--- src/rtl/conv_pkg.sv ---
`default_nettype none
// ============================================================================
//  Module   : conv_pkg
//  Purpose  : Shared types and helpers for the sliding-window 1-D convolution
//             engine: FSM state encoding and signed saturation helpers.
//  Ports    : none (package)
//  Revision : 1.0 - initial release
// ============================================================================
package conv_pkg;

  typedef enum logic [1:0] {
    LOAD_F = 2'd0,
    FILL   = 2'd1,
    MAC    = 2'd2,
    OUT    = 2'd3
  } state_t;

  // Helpers work on a 64-bit signed carrier, so data widths up to 31 bits
  // are supported (a full product must fit in the carrier).
  function automatic logic signed [63:0] MAXV(input int width);
    return (64'sd1 <<< (width - 1)) - 64'sd1;
  endfunction

  function automatic logic signed [63:0] MINV(input int width);
    return -(64'sd1 <<< (width - 1));
  endfunction

  // Clamp a sign-extended value into the signed range of 'width' bits.
  function automatic logic signed [63:0] sat_w(input logic signed [63:0] value,
                                               input int width);
    if (value > MAXV(width)) begin
      return MAXV(width);
    end else if (value < MINV(width)) begin
      return MINV(width);
    end
    return value;
  endfunction

endpackage
`default_nettype wire

--- src/rtl/conv_sat_mac.sv ---
`default_nettype none
// ============================================================================
//  Module   : conv_sat_mac
//  Purpose  : Combinational multiply-accumulate step with two saturations:
//             the full-width product is clamped to WIDTH, then the WIDTH+1
//             bit sum with the accumulator is clamped to WIDTH again.
//  Ports    : w_i    - window sample for the current tap
//             coef_i - coefficient for the current tap
//             acc_i  - current accumulator
//             acc_o  - next accumulator value
//  Revision : 1.0 - initial release
// ============================================================================
module conv_sat_mac
  import conv_pkg::*;
#(
  parameter int WIDTH = 16
) (
  input  logic signed [WIDTH-1:0] w_i,
  input  logic signed [WIDTH-1:0] coef_i,
  input  logic signed [WIDTH-1:0] acc_i,
  output logic signed [WIDTH-1:0] acc_o
);

  logic signed [2*WIDTH-1:0] w_prod;
  logic signed [63:0]        w_prod_ext;
  logic signed [WIDTH-1:0]   w_prod_sat;
  logic signed [WIDTH:0]     w_sum;
  logic signed [63:0]        w_sum_ext;

  // Operands are sign-extended to the product width explicitly so the
  // multiply is exact regardless of context sizing.
  assign w_prod = $signed({{WIDTH{w_i[WIDTH-1]}}, w_i}) *
                  $signed({{WIDTH{coef_i[WIDTH-1]}}, coef_i});

  assign w_prod_ext = {{(64-2*WIDTH){w_prod[2*WIDTH-1]}}, w_prod};
  assign w_prod_sat = WIDTH'(sat_w(w_prod_ext, WIDTH));

  assign w_sum = {acc_i[WIDTH-1], acc_i} + {w_prod_sat[WIDTH-1], w_prod_sat};

  assign w_sum_ext = {{(63-WIDTH){w_sum[WIDTH]}}, w_sum};
  assign acc_o     = WIDTH'(sat_w(w_sum_ext, WIDTH));

endmodule
`default_nettype wire

--- src/rtl/conv_stream_sliding.sv ---
`default_nettype none
// ============================================================================
//  Module   : conv_stream_sliding
//  Purpose  : Streaming 1-D convolution y[k] = sum_j x[k+j]*f[j] over an
//             M-deep sliding window, with run-time loaded coefficients,
//             per-step saturation and optional ReLU clamp on the output.
//  Ports    : clk / reset          - clock, async active-low reset
//             s_*_f                - coefficient stream (ready/valid)
//             s_*_x                - sample stream (ready/valid)
//             m_*_y                - result stream (ready/valid)
//             cfg_relu             - 1 = clamp negative results to zero
//  Revision : 1.0 - initial release
// ============================================================================
module conv_stream_sliding
  import conv_pkg::*;
#(
  parameter int WIDTH = 16,
  parameter int N     = 8,
  parameter int M     = 4,
  parameter int LOGN  = $clog2(N+1),
  parameter int LOGM  = $clog2(M+1)
) (
  input  logic                    clk,
  input  logic                    reset,
  input  logic signed [WIDTH-1:0] s_data_in_f,
  input  logic                    s_valid_f,
  output logic                    s_ready_f,
  input  logic signed [WIDTH-1:0] s_data_in_x,
  input  logic                    s_valid_x,
  output logic                    s_ready_x,
  output logic signed [WIDTH-1:0] m_data_out_y,
  output logic                    m_valid_y,
  input  logic                    m_ready_y,
  input  logic                    cfg_relu
);

  localparam logic [LOGM-1:0] c_FILL_FULL = LOGM'(M);
  localparam logic [LOGM-1:0] c_FILL_WAIT = LOGM'(M-1);
  localparam logic [LOGM-1:0] c_LAST_TAP  = LOGM'(M-1);
  localparam logic [LOGN-1:0] c_LAST_Y    = LOGN'(N-M+1);
  localparam logic [LOGN-1:0] c_X_OWED    = LOGN'(N-M);

  state_t                  state_q, state_d;
  logic [LOGM-1:0]         fcnt_q, fcnt_d;
  logic [LOGM-1:0]         fill_q, fill_d;
  logic [LOGM-1:0]         tap_q, tap_d;
  logic [LOGN-1:0]         ocnt_q, ocnt_d;
  logic                    xin_q, xin_d;
  logic signed [WIDTH-1:0] acc_q, acc_d;
  logic signed [WIDTH-1:0] y_q, y_d;
  logic                    yv_q, yv_d;
  logic signed [WIDTH-1:0] coef_q [M];
  logic signed [WIDTH-1:0] win_q  [M];

  logic                    w_f_xfer, w_x_xfer, w_y_xfer;
  logic                    w_coef_we, w_win_shift, w_win_clr;
  logic [LOGM-1:0]         w_coef_idx;
  logic [LOGN-1:0]         w_ocnt_inc;
  logic signed [WIDTH-1:0] w_acc_next;

  // Ready decode. At a vector boundary a pending coefficient beat wins, so
  // the sample stream is held off while s_valid_f is up there.
  assign s_ready_f = reset &&
                     ((state_q == LOAD_F) || ((state_q == FILL) && (fill_q == '0)));
  assign s_ready_x = reset &&
                     (((state_q == FILL) && (fill_q != c_FILL_FULL) &&
                       !((fill_q == '0) && s_valid_f)) ||
                      ((state_q == OUT) && (ocnt_q < c_X_OWED) && !xin_q));

  assign w_f_xfer   = s_valid_f && s_ready_f;
  assign w_x_xfer   = s_valid_x && s_ready_x;
  assign w_y_xfer   = yv_q && m_ready_y;
  assign w_ocnt_inc = ocnt_q + LOGN'(1);

  assign m_data_out_y = y_q;
  assign m_valid_y    = yv_q;

  conv_sat_mac #(.WIDTH(WIDTH)) u_mac (
    .w_i    (win_q[tap_q]),
    .coef_i (coef_q[tap_q]),
    .acc_i  (acc_q),
    .acc_o  (w_acc_next)
  );

  always_comb begin
    state_d     = state_q;
    fcnt_d      = fcnt_q;
    fill_d      = fill_q;
    tap_d       = tap_q;
    ocnt_d      = ocnt_q;
    xin_d       = xin_q;
    acc_d       = acc_q;
    y_d         = y_q;
    yv_d        = yv_q;
    w_coef_we   = 1'b0;
    w_coef_idx  = fcnt_q;
    w_win_shift = 1'b0;
    w_win_clr   = 1'b0;

    case (state_q)
      LOAD_F: begin
        if (w_f_xfer) begin
          w_coef_we = 1'b1;
          if (fcnt_q == c_LAST_TAP) begin
            state_d = FILL;
            fcnt_d  = '0;
            fill_d  = '0;
          end else begin
            fcnt_d = fcnt_q + LOGM'(1);
          end
        end
      end

      FILL: begin
        if (w_f_xfer) begin
          // The beat that opens a reload is already coefficient 0.
          w_coef_we  = 1'b1;
          w_coef_idx = '0;
          fcnt_d     = LOGM'(1);
          state_d    = LOAD_F;
        end else if (fill_q == c_FILL_FULL) begin
          state_d = MAC;
          fill_d  = '0;
          tap_d   = '0;
          acc_d   = '0;
        end else if (w_x_xfer) begin
          w_win_shift = 1'b1;
          fill_d      = fill_q + LOGM'(1);
        end
      end

      MAC: begin
        acc_d = w_acc_next;
        if (tap_q == c_LAST_TAP) begin
          state_d = OUT;
          tap_d   = '0;
          y_d     = (cfg_relu && w_acc_next[WIDTH-1]) ? '0 : w_acc_next;
          yv_d    = 1'b1;
        end else begin
          tap_d = tap_q + LOGM'(1);
        end
      end

      OUT: begin
        if (w_x_xfer) begin
          w_win_shift = 1'b1;
          xin_d       = 1'b1;
        end
        if (w_y_xfer) begin
          yv_d = 1'b0;
          if (w_ocnt_inc == c_LAST_Y) begin
            state_d   = FILL;
            fill_d    = '0;
            ocnt_d    = '0;
            xin_d     = 1'b0;
            w_win_clr = 1'b1;
          end else begin
            ocnt_d = w_ocnt_inc;
            if (xin_q || w_x_xfer) begin
              state_d = MAC;
              tap_d   = '0;
              acc_d   = '0;
              xin_d   = 1'b0;
            end else begin
              state_d = FILL;
              fill_d  = c_FILL_WAIT;
            end
          end
        end
      end

      default: state_d = LOAD_F;
    endcase
  end

  always_ff @(posedge clk or negedge reset) begin
    if (!reset) begin
      state_q <= LOAD_F;
      fcnt_q  <= '0;
      fill_q  <= '0;
      tap_q   <= '0;
      ocnt_q  <= '0;
      xin_q   <= 1'b0;
      acc_q   <= '0;
      y_q     <= '0;
      yv_q    <= 1'b0;
    end else begin
      state_q <= state_d;
      fcnt_q  <= fcnt_d;
      fill_q  <= fill_d;
      tap_q   <= tap_d;
      ocnt_q  <= ocnt_d;
      xin_q   <= xin_d;
      acc_q   <= acc_d;
      y_q     <= y_d;
      yv_q    <= yv_d;
    end
  end

  // Window: w[M-1] holds the newest sample, w[0] the oldest.
  always_ff @(posedge clk or negedge reset) begin
    if (!reset) begin
      for (int i = 0; i < M; i++) begin
        coef_q[i] <= '0;
        win_q[i]  <= '0;
      end
    end else begin
      if (w_coef_we) begin
        coef_q[w_coef_idx] <= s_data_in_f;
      end
      if (w_win_clr) begin
        for (int i = 0; i < M; i++) begin
          win_q[i] <= '0;
        end
      end else if (w_win_shift) begin
        for (int i = 0; i < M-1; i++) begin
          win_q[i] <= win_q[i+1];
        end
        win_q[M-1] <= s_data_in_x;
      end
    end
  end

endmodule
`default_nettype wire

--- config.mk ---
export PLATFORM = sky130hd
export DESIGN_NAME = conv_stream_sliding
export DESIGN_NICKNAME = d
export VERILOG_FILES = /design/src/rtl/conv_pkg.sv /design/src/rtl/conv_sat_mac.sv /design/src/rtl/conv_stream_sliding.sv
export SDC_FILE = /design/constraint.sdc
export NUM_CORES = 1
export LEC_CHECK = 0
export ABC_AREA = 1
export CAP_MARGIN = 10
export CORE_MARGIN = 1.5
export CORE_UTILIZATION = 50
export CTS_CLUSTER_SIZE = 8
export DETAILED_ROUTE_END_ITERATION = 10
export GPL_ROUTABILITY_DRIVEN = 1
export PLACE_DENSITY_LB_ADDON = 0.3
export SLEW_MARGIN = 20
export SYNTH_ARGS = -nofsm -noshare
export SYNTH_HDL_FRONTEND = slang
export SYNTH_SLANG_ARGS = --single-unit
export TNS_END_PERCENT = 50
--- constraint.sdc ---
create_clock -name clk -period 11.4 [get_ports clk]
set_input_delay 1.14 -clock clk [delete_from_list [all_inputs] [get_ports clk]]
set_output_delay 1.14 -clock clk [all_outputs]
set_load 0.01 [all_outputs]
==> results of run 1 <==
[through the flow]
step / utilization / setup WS (ns) / std cells / hold slack (ns)
global placement: 0.535 / 1.03 / 3188 / 0.466
global route: 0.551 / 0.0776 / 3220 / 0.506
detailed placement: 0.535 / 0.983 / 3188 / 0.468
finish: 0.551 / 1.02 / 3220 / 0.486
CTS: 0.550 / 0.928 / 3220 / 0.491
floorplan: - / 2.18 / 2655 / 0.453
[worst min path at each step]
stage | start | to | slack (ns) | cells after the start
2_1_floorplan | coef_q[10] | coef_q[10] | 0.45 | 2
3_3_place_gp | coef_q[10] | coef_q[10] | 0.47 | 2
3_5_place_dp | m_data_out_y[12] | m_data_out_y[12] | 0.47 | 2
4_1_cts | coef_q[7] | coef_q[7] | 0.49 | 2
5_1_grt | coef_q[26] | coef_q[26] | 0.51 | 2
6_report | coef_q[7] | coef_q[7] | 0.49 | 2
[cell type report]
cell class / instances / area [um^2]
fillers: 3801 / 17800
multi-input cells: 1824 / 13100
inverters: 568 / 2140
repair buffers: 94 / 872
clock inverters: 14 / 156
well taps: 525 / 657
flip-flops and latches: 177 / 4430
clock buffers: 18 / 439
[worst min-delay path, stage by stage, from the launching register on]
cell	delay (ns)
dfrtp_1	0.35
nand2_1	0.05
o21ai_0	0.06
[registers in the layout, summed over array words and instances, names as in the netlist, 2 cells and up]
register      cells
acc_q            16
coef_q           64
fcnt_q            3
fill_q            3
m_data_out_y     16
ocnt_q            4
state_q           2
tap_q             3
win_q            64
[cells in the mapped netlist (3+ instances only)]
library cell / instances / share of area
a21oi_1: 76 / 0.019
a31oi_1: 4 / 0.0012
a32oi_1: 29 / 0.013
buf_1: 4 / 0.00075
buf_2: 27 / 0.0067
clkbuf_1: 50 / 0.0093
clkinv_1: 5 / 0.00093
dfrtp_1: 177 / 0.22
fa_1: 263 / 0.26
ha_1: 104 / 0.065
inv_1: 553 / 0.10
inv_2: 9 / 0.0017
nand2_1: 717 / 0.13
nand2_2: 11 / 0.0034
nand3_1: 150 / 0.037
nand4_1: 28 / 0.0087
nor2_1: 226 / 0.042
nor2_2: 4 / 0.0012
nor2_4: 3 / 0.0017
nor3_1: 8 / 0.0020
o21ai_0: 123 / 0.031
o21ai_1: 4 / 0.0010
o21bai_1: 6 / 0.0022
o22ai_1: 5 / 0.0016
o31ai_1: 19 / 0.0071
xnor2_1: 5 / 0.0022
xor2_1: 17 / 0.0074
[timing repair]
action / 4_1_cts / 5_1_grt
endpoints found under the setup margin: 0 / 10
resized for setup: 0 / 2
setup buffers: 0 / 0
[routing by layer]
layer  routed length [um]  vias up
li1                     -     8119
met1                23700     8410
met2                25300      519
met3                 3190       66
met4                  986        0
met5                    0        -
[kinds of logic (layout without fill, tap and decap cells)]
| logic type | Yosys count | after routing | share of synthesized area |
|---|---|---|---|
| simple gates | 1157 | 1157 | 0.235 |
| buf+inv | 654 | 694 | 0.126 |
| fa+ha+maj | 367 | 367 | 0.327 |
| compound gates | 277 | 277 | 0.0808 |
| flops | 177 | 177 | 0.221 |
| xor+xnor | 23 | 23 | 0.0110 |
==> metrics.yaml, run 1 <==
synthesis:
  syn_area_per_cell_um2: 7.56
  synth_edf_count: 0
  ys_async_sr_fraction: 1.00
  synth_area_mm2: 0.0201
  ys.flop_type: "dfrtp_1"
  seq_area_frac_synth: 0.221
  synth_cell_types: 47
  ys_seq_elements: 177
  yosysWarnings: 0
  syn_inst: 2655
  syn-num-nets: 3060
hold_path:
  hp-class: "flop to flop"
timing:
  drv_slew: 0
  fin_skew_ns: 0.0161
  fmax_ghz: 0.0964
  hold_violations: 0
  slew_headroom: 0.263
  worst_pin_slew_ns: 1.10
  fin_tns_setup_ns: 0
  finalCritPeriodShare: 0.910
  setup_viol: 0
  min_period_ns: 10.38
  rsz0062_at_grt: "false"
clock_network:
  cts.clk_slew.worst_paths_ns: 0.07
  clockBufferDepth: 2
  cts_inserted_buffers: 17
  postCtsHoldBufs: 0
  cts.sinks: 177
  root_buffer: "clkbuf_16"
  htreeDepth: 4
  clkLatencyLatePin_ns: 0.46
  cts_tree: "done"
global_route:
  grt_overflow: 0
  grt_max_degree: 75
  grt_pass1_vias: 17400
  met1_usage: 0.380
  grt.total_usage: 0.275
  grt_pass1_wl_um: 89900
  met3_usage: 0.0385
  gr-max-usage-layer: "met2"
  antenna_found_initial: 0
  gr-usage-met2: 0.460
worst_setup_path:
  setup.worst_path.end: "acc_q[7]"
  critPathKind: "flop to flop"
  path_depth: 42
  required_ns: 11.79
  cpMaxStageDelayCell: "fa_1"
  reg2reg_from: "tap_q[1]"
  r2r_slack_ns: 1.02
  timing.rr.end: "acc_q[7]"
  worstPathBufferInverterCount: 7
  reg2reg_depth: 42
  end_kind: "flop"
  crit_path_max_incr_delay_ns: 0.77
  cpLargestDelayFamily: "adder cells"
  cp-start-kind: "flop"
  startpoint: "tap_q[1]"
  cp_max_fo: 42
  worstPathArrival_ns: 10.77
  cpMostUsedCell: "nand2_1"
detailed_routing:
  drc: 0
  final_antenna_net_count: 0
  num_vias: 17100
  wire_per_inst_um: 16.5
  dr.pass1.iters: 6
  drt_iter0_markers: 1352
  via_per_inst: 5.31
  wirelength_um: 53100
final_layout:
  mostFrequentLayoutCells: "nand2_1, inv_1, fa_1, nor2_1, dfrtp_1"
  drive_gt1_frac: 0.0430
  area_growth_pct: 8.70
  num_antenna_cells: 0
  final_common_cell: "nand2_1"
  fin_area_mm2: 0.0218
  nets: 3087
floorplanning:
  rows: 73
  io_pins: 57
  fp.dieW_um: 203
  core_mm2: 0.0396
  die_h_um: 203
  die_area_mm2: 0.0414
  start_util: 0.507
flow_run:
  maxCapViolations: 0
status:
  status: "complete, no violations"
place:
  place_congestion: 0.992
  place_hpwl_um: 42100
  port_buffers: 56
  place_area_mm2: 0.0212
Power of run 1 is not shown: default switching activity piles up to over one toggle a cycle in this logic, so the estimate is an artifact.
==> run 2: changes to the inputs <==
--- a/config.mk
+++ b/config.mk
@@ -9,10 +9,12 @@
 export CAP_MARGIN = 10
 export CORE_MARGIN = 1.5
 export CORE_UTILIZATION = 50
+export CTS_BUF_LIST = sky130_fd_sc_hd__clkbuf_4
 export CTS_CLUSTER_SIZE = 8
 export DETAILED_ROUTE_END_ITERATION = 10
 export GPL_ROUTABILITY_DRIVEN = 1
 export PLACE_DENSITY_LB_ADDON = 0.3
+export REMOVE_ABC_BUFFERS = 1
 export SLEW_MARGIN = 20
 export SYNTH_ARGS = -nofsm -noshare
 export SYNTH_HDL_FRONTEND = slang
==> run 2 against run 1 <==
Effect of this change:
- wire length hardly changed
- sequential cell count did not move
- non-clock buffer count grew 5
- clock skew grew 0.0057 ns
- register-to-register slack got worse by 0.32 ns
- via count up 0.42%
- setup slack got worse by 0.32 ns
- critical path depth up 1
- critical path type unchanged
- highest routed layer unchanged
==> metrics.yaml, run 2 (same netlist as run 1, synthesis figures left out) <==
status:
  status: "complete, no violations"
clock_network:
  cts_inserted_buffers: 17
  root_buffer: "clkbuf_4"
  clockBufferDepth: 2
  htreeDepth: 4
  cts.clk_slew.worst_paths_ns: 0.15
  cts.sinks: 177
  cts_setup_buffers: 0
  cts_tree: "done"
  clkLatencyLatePin_ns: 0.61
  postCtsHoldBufs: 0
global_route:
  grt_pass1_vias: 17700
  antenna_found_initial: 1
  gr-max-usage-layer: "met2"
  grt.total_usage: 0.277
  grt_overflow: 0
  met3_usage: 0.0396
  grt_pass1_wl_um: 90400
  met1_usage: 0.374
  gr-usage-met2: 0.457
  grt_max_degree: 77
floorplanning:
  die_h_um: 203
  io_pins: 57
  fp.dieW_um: 203
  core_mm2: 0.0396
  start_util: 0.507
  die_area_mm2: 0.0414
  rows: 73
detailed_routing:
  wirelength_um: 53200
  num_vias: 17200
  dr.pass1.iters: 7
  via_per_inst: 5.33
  drt_iter0_markers: 1447
  drc: 0
  final_antenna_net_count: 0
  wire_per_inst_um: 16.5
worst_setup_path:
  crit_path_max_incr_delay_ns: 0.79
  worstPathArrival_ns: 11.24
  critPathKind: "flop to flop"
  cp_max_fo: 45
  r2r_slack_ns: 0.70
  end_kind: "flop"
  cpMostUsedCell: "nand2_1"
  cp-start-kind: "flop"
  required_ns: 11.94
  cpMaxStageDelayCell: "fa_1"
timing:
  min_period_ns: 10.70
  rsz0062_at_grt: "false"
  fin_skew_ns: 0.0218
  finalCritPeriodShare: 0.938
  slew_headroom: 0.314
  setup_viol: 0
  fin_tns_setup_ns: 0
  drv_slew: 0
  fmax_ghz: 0.0935
  hold_violations: 0
  worst_pin_slew_ns: 1.03
place:
  port_buffers: 56
  place_hpwl_um: 42700
  place_congestion: 0.997
final_layout:
  drive_gt1_frac: 0.0441
  final_common_cell: "nand2_1"
  area_growth_pct: 7.40
  nets: 3092
  mostFrequentLayoutCells: "nand2_1, inv_1, fa_1, nor2_1, dfrtp_1"
  reg.largest.list: "coef_q: 64 flops, win_q: 64 flops"
  fillers: 3859
  final_util: 0.544
flow_run:
  maxCapViolations: 0
hold_path:
  hp-class: "input pin to asynchronous set/reset pin"
==> run 2: changes by cell type in the layout (fill, tap and decap cells not counted), sizes merged <==
cell / previous run / this run
diode: 0 / 1
inv: 570 / 568
clkinv: 11 / 10
buf: 39 / 44
bufinv: 0 / 3
==> run 2: cell type report <==
cell class	instances	area (um^2)	share of cell area
Antenna cell	1	2.50	0.000116
Clock buffer	18	135	0.00627
Clock inverter	14	174	0.00806
Inverter	568	2140	0.0991
Multi-Input combinational cell	1824	13100	0.609
Sequential cell	177	4430	0.205
Tap cell	525	657	0.0305
Timing Repair Buffer	99	897	0.0416
==> run 2: path summary, 6_finish.rpt <==
check	start	to	depth (start not counted)
min reg2reg	coef_q[5]	coef_q[5]	2
max	tap_q[0]	m_data_out_y[2]	43
min in group clk	coef_q[5]	coef_q[5]	2
min	reset	coef_q[56]	1
max reg2reg	tap_q[0]	m_data_out_y[2]	43
max in group asynchronous	reset	win_q[20]	2
==> run 2: metrics by stage <==
stage	std cells	area (um^2)	hold slack, ns	worst slack, ns
2_1_floorplan	2569	19700	0.453	0.754
3_3_place_gp	3193	21200	0.466	1.08
3_5_place_dp	3193	21200	0.470	0.832
4_1_cts	3225	21600	0.424	0.731
5_1_grt	3226	21600	0.442	0.0237
6_report	3226	21600	0.452	0.702
==> run 2: worst max-delay path, delay by kind of cell, from the launching register on <==
| family | cells | cell delay [ns] |
|---|---|---|
| XOR/XNOR | 1 | 0.21 |
| AND/OR/NAND/NOR | 21 | 2.84 |
| flip-flops | 1 | 0.58 |
| adder cells (fa/ha/maj) | 9 | 4.48 |
| buffers and inverters | 8 | 1.26 |
| AO/OA/AOI/OAI | 4 | 1.24 |
==> run 2: layer usage <==
metal  routed length, um  vias up
met4                1620        0
met2               25100      525
met5                   0        -
met1               22900     8439
li1                    -     8128
met3                3570       94
==> run 2: timing repair <==
action,in CTS,in global routing
setup endpoints to repair,0,29
hold endpoints to repair,0,0
resized for setup,0,2
Power of run 2 is left out for the same reason.
==> run 3: changes to the inputs <==
--- a/config.mk
+++ b/config.mk
@@ -8,11 +8,12 @@
 export ABC_AREA = 1
 export CAP_MARGIN = 10
 export CORE_MARGIN = 1.5
-export CORE_UTILIZATION = 50
+export CORE_UTILIZATION = 31
 export CTS_BUF_LIST = sky130_fd_sc_hd__clkbuf_4
 export CTS_CLUSTER_SIZE = 8
 export DETAILED_ROUTE_END_ITERATION = 10
 export GPL_ROUTABILITY_DRIVEN = 1
+export MAX_ROUTING_LAYER = met4
 export PLACE_DENSITY_LB_ADDON = 0.3
 export REMOVE_ABC_BUFFERS = 1
 export SLEW_MARGIN = 20
==> run 3 against run 2 <==
Effect of this change:
- clock skew is 0.0095 ns higher
- cell count is 10% higher
- via count fell by 2.2%
- critical path depth down 1
- register-to-register slack improved by 0.28 ns
- sequential share of layout area down 0.37 points
- maximum frequency increased by 2.7%
- cell area rose by 1.8%
- sequential cell count is the same
- global-route usage down 9.6 points
- first-iteration DRC count fell by 17%
- utilization fell by 20 points
==> metrics.yaml, run 3 (same netlist as run 1, synthesis figures left out) <==
timing:
  worst_pin_slew_ns: 1.01
  rsz0062_at_grt: "false"
  slew_headroom: 0.322
  min_period_ns: 10.41
  fin_skew_ns: 0.0312
  drv_slew: 0
  hold_violations: 0
  finalCritPeriodShare: 0.913
  setup_viol: 0
  fin_tns_setup_ns: 0
  fmax_ghz: 0.0960
detailed_routing:
  drc: 0
  drt_iter0_markers: 1196
  wirelength_um: 55100
  wire_per_inst_um: 15.5
  num_vias: 16800
  final_antenna_net_count: 0
  dr.pass1.iters: 8
  via_per_inst: 4.73
worst_setup_path:
  critPathKind: "flop to flop"
  cpMaxStageDelayCell: "fa_1"
  end_kind: "flop"
  cp_max_fo: 15
  cp-start-kind: "flop"
  required_ns: 12.07
  timing.rr.end: "m_data_out_y[9]"
  reg2reg_from: "tap_q[0]"
  worstPathArrival_ns: 11.08
  reg2reg_depth: 42
  cpMostUsedCell: "nand2_1"
  r2r_slack_ns: 0.99
  crit_path_max_incr_delay_ns: 0.86
global_route:
  antenna_found_initial: 1
  grt.total_usage: 0.181
  grt_overflow: 0
  grt_pass1_vias: 16900
  grt_pass1_wl_um: 91800
  grt_max_degree: 82
floorplanning:
  rows: 93
  die_area_mm2: 0.0663
  io_pins: 57
  fp.dieW_um: 258
  die_h_um: 258
  start_util: 0.313
  core_mm2: 0.0642
clock_network:
  cts_tree: "done"
  cts.clk_slew.worst_paths_ns: 0.16
  htreeDepth: 4
  postCtsHoldBufs: 0
  cts.sinks: 177
  root_buffer: "clkbuf_4"
  cts_inserted_buffers: 17
  cts_resized: 0
  clockBufferDepth: 2
  clkLatencyLatePin_ns: 0.74
  cts_setup_buffers: 0
place:
  place_hpwl_um: 43800
  place_area_mm2: 0.0217
  port_buffers: 56
  place_congestion: 0.897
final_layout:
  fin_area_mm2: 0.0220
  reg.largest.list: "coef_q: 64 flops, win_q: 64 flops"
  mostFrequentLayoutCells: "nand2_1, inv_1, fa_1, nor2_1, dfrtp_1"
  nets: 3091
  final_common_cell: "nand2_1"
  drive_gt1_frac: 0.0430
  area_growth_pct: 9.36
status:
  status: "complete, no violations"
flow_run:
  maxCapViolations: 0
hold_path:
  hp-class: "input pin to asynchronous set/reset pin"
==> run 3: metal layers <==
metal	wire length (um)	part of all wire	vias to the layer above	track usage
li1	-	-	8140	-
met1	25700	0.47	8205	0.246
met2	25400	0.46	399	0.282
met3	2890	0.053	63	0.0236
met4	1110	0.020	0	0.0491
met5	0	0	-	-
==> run 3: through the flow <==
stage               instances   util  hold slack (ns)  worst slack, ns
floorplan                2569      -            0.453            0.754
global placement         3522  0.337            0.468             1.09
detailed placement       3522  0.337            0.471             1.06
CTS                      3553  0.342            0.294             1.00
global route             3554  0.342            0.346           0.0466
finish                   3554  0.342            0.385            0.987
==> run 3: cell type report <==
class | instances | area [um^2]
Timing Repair Buffer | 98 | 892
Sequential cell | 177 | 4430
Inverter | 568 | 2140
Clock inverter | 14 | 171
Clock buffer | 17 | 128
Tap cell | 855 | 1070
Multi-Input combinational cell | 1824 | 13100
Antenna cell | 1 | 2.50
Fill cell | 6969 | 42300
==> run 3: how the worst max path moves through the flow <==
stage                   from              end  slack (ns)  cells after the start
finish              tap_q[0]  m_data_out_y[9]        0.99                     42
global route        tap_q[0]  m_data_out_y[9]        0.05                     44
CTS                 tap_q[0]  m_data_out_y[5]        1.00                     42
detailed placement  tap_q[0]  m_data_out_y[2]        1.06                     42
global placement    tap_q[0]  m_data_out_y[2]        1.09                     44
floorplan           tap_q[0]         acc_q[2]        0.75                     42
==> run 3: worst max-delay path, delay by kind of cell, from the launching register on <==
kind	cells	cell delay (ns)
buffers and inverters	7	1.18
adders and majority gates	8	4.42
xor gates and xnor gates	1	0.24
and+or+nand+nor	21	2.96
AOI/OAI and AO/OA	5	1.06
DFF	1	0.45
Power of run 3 is left out for the same reason.
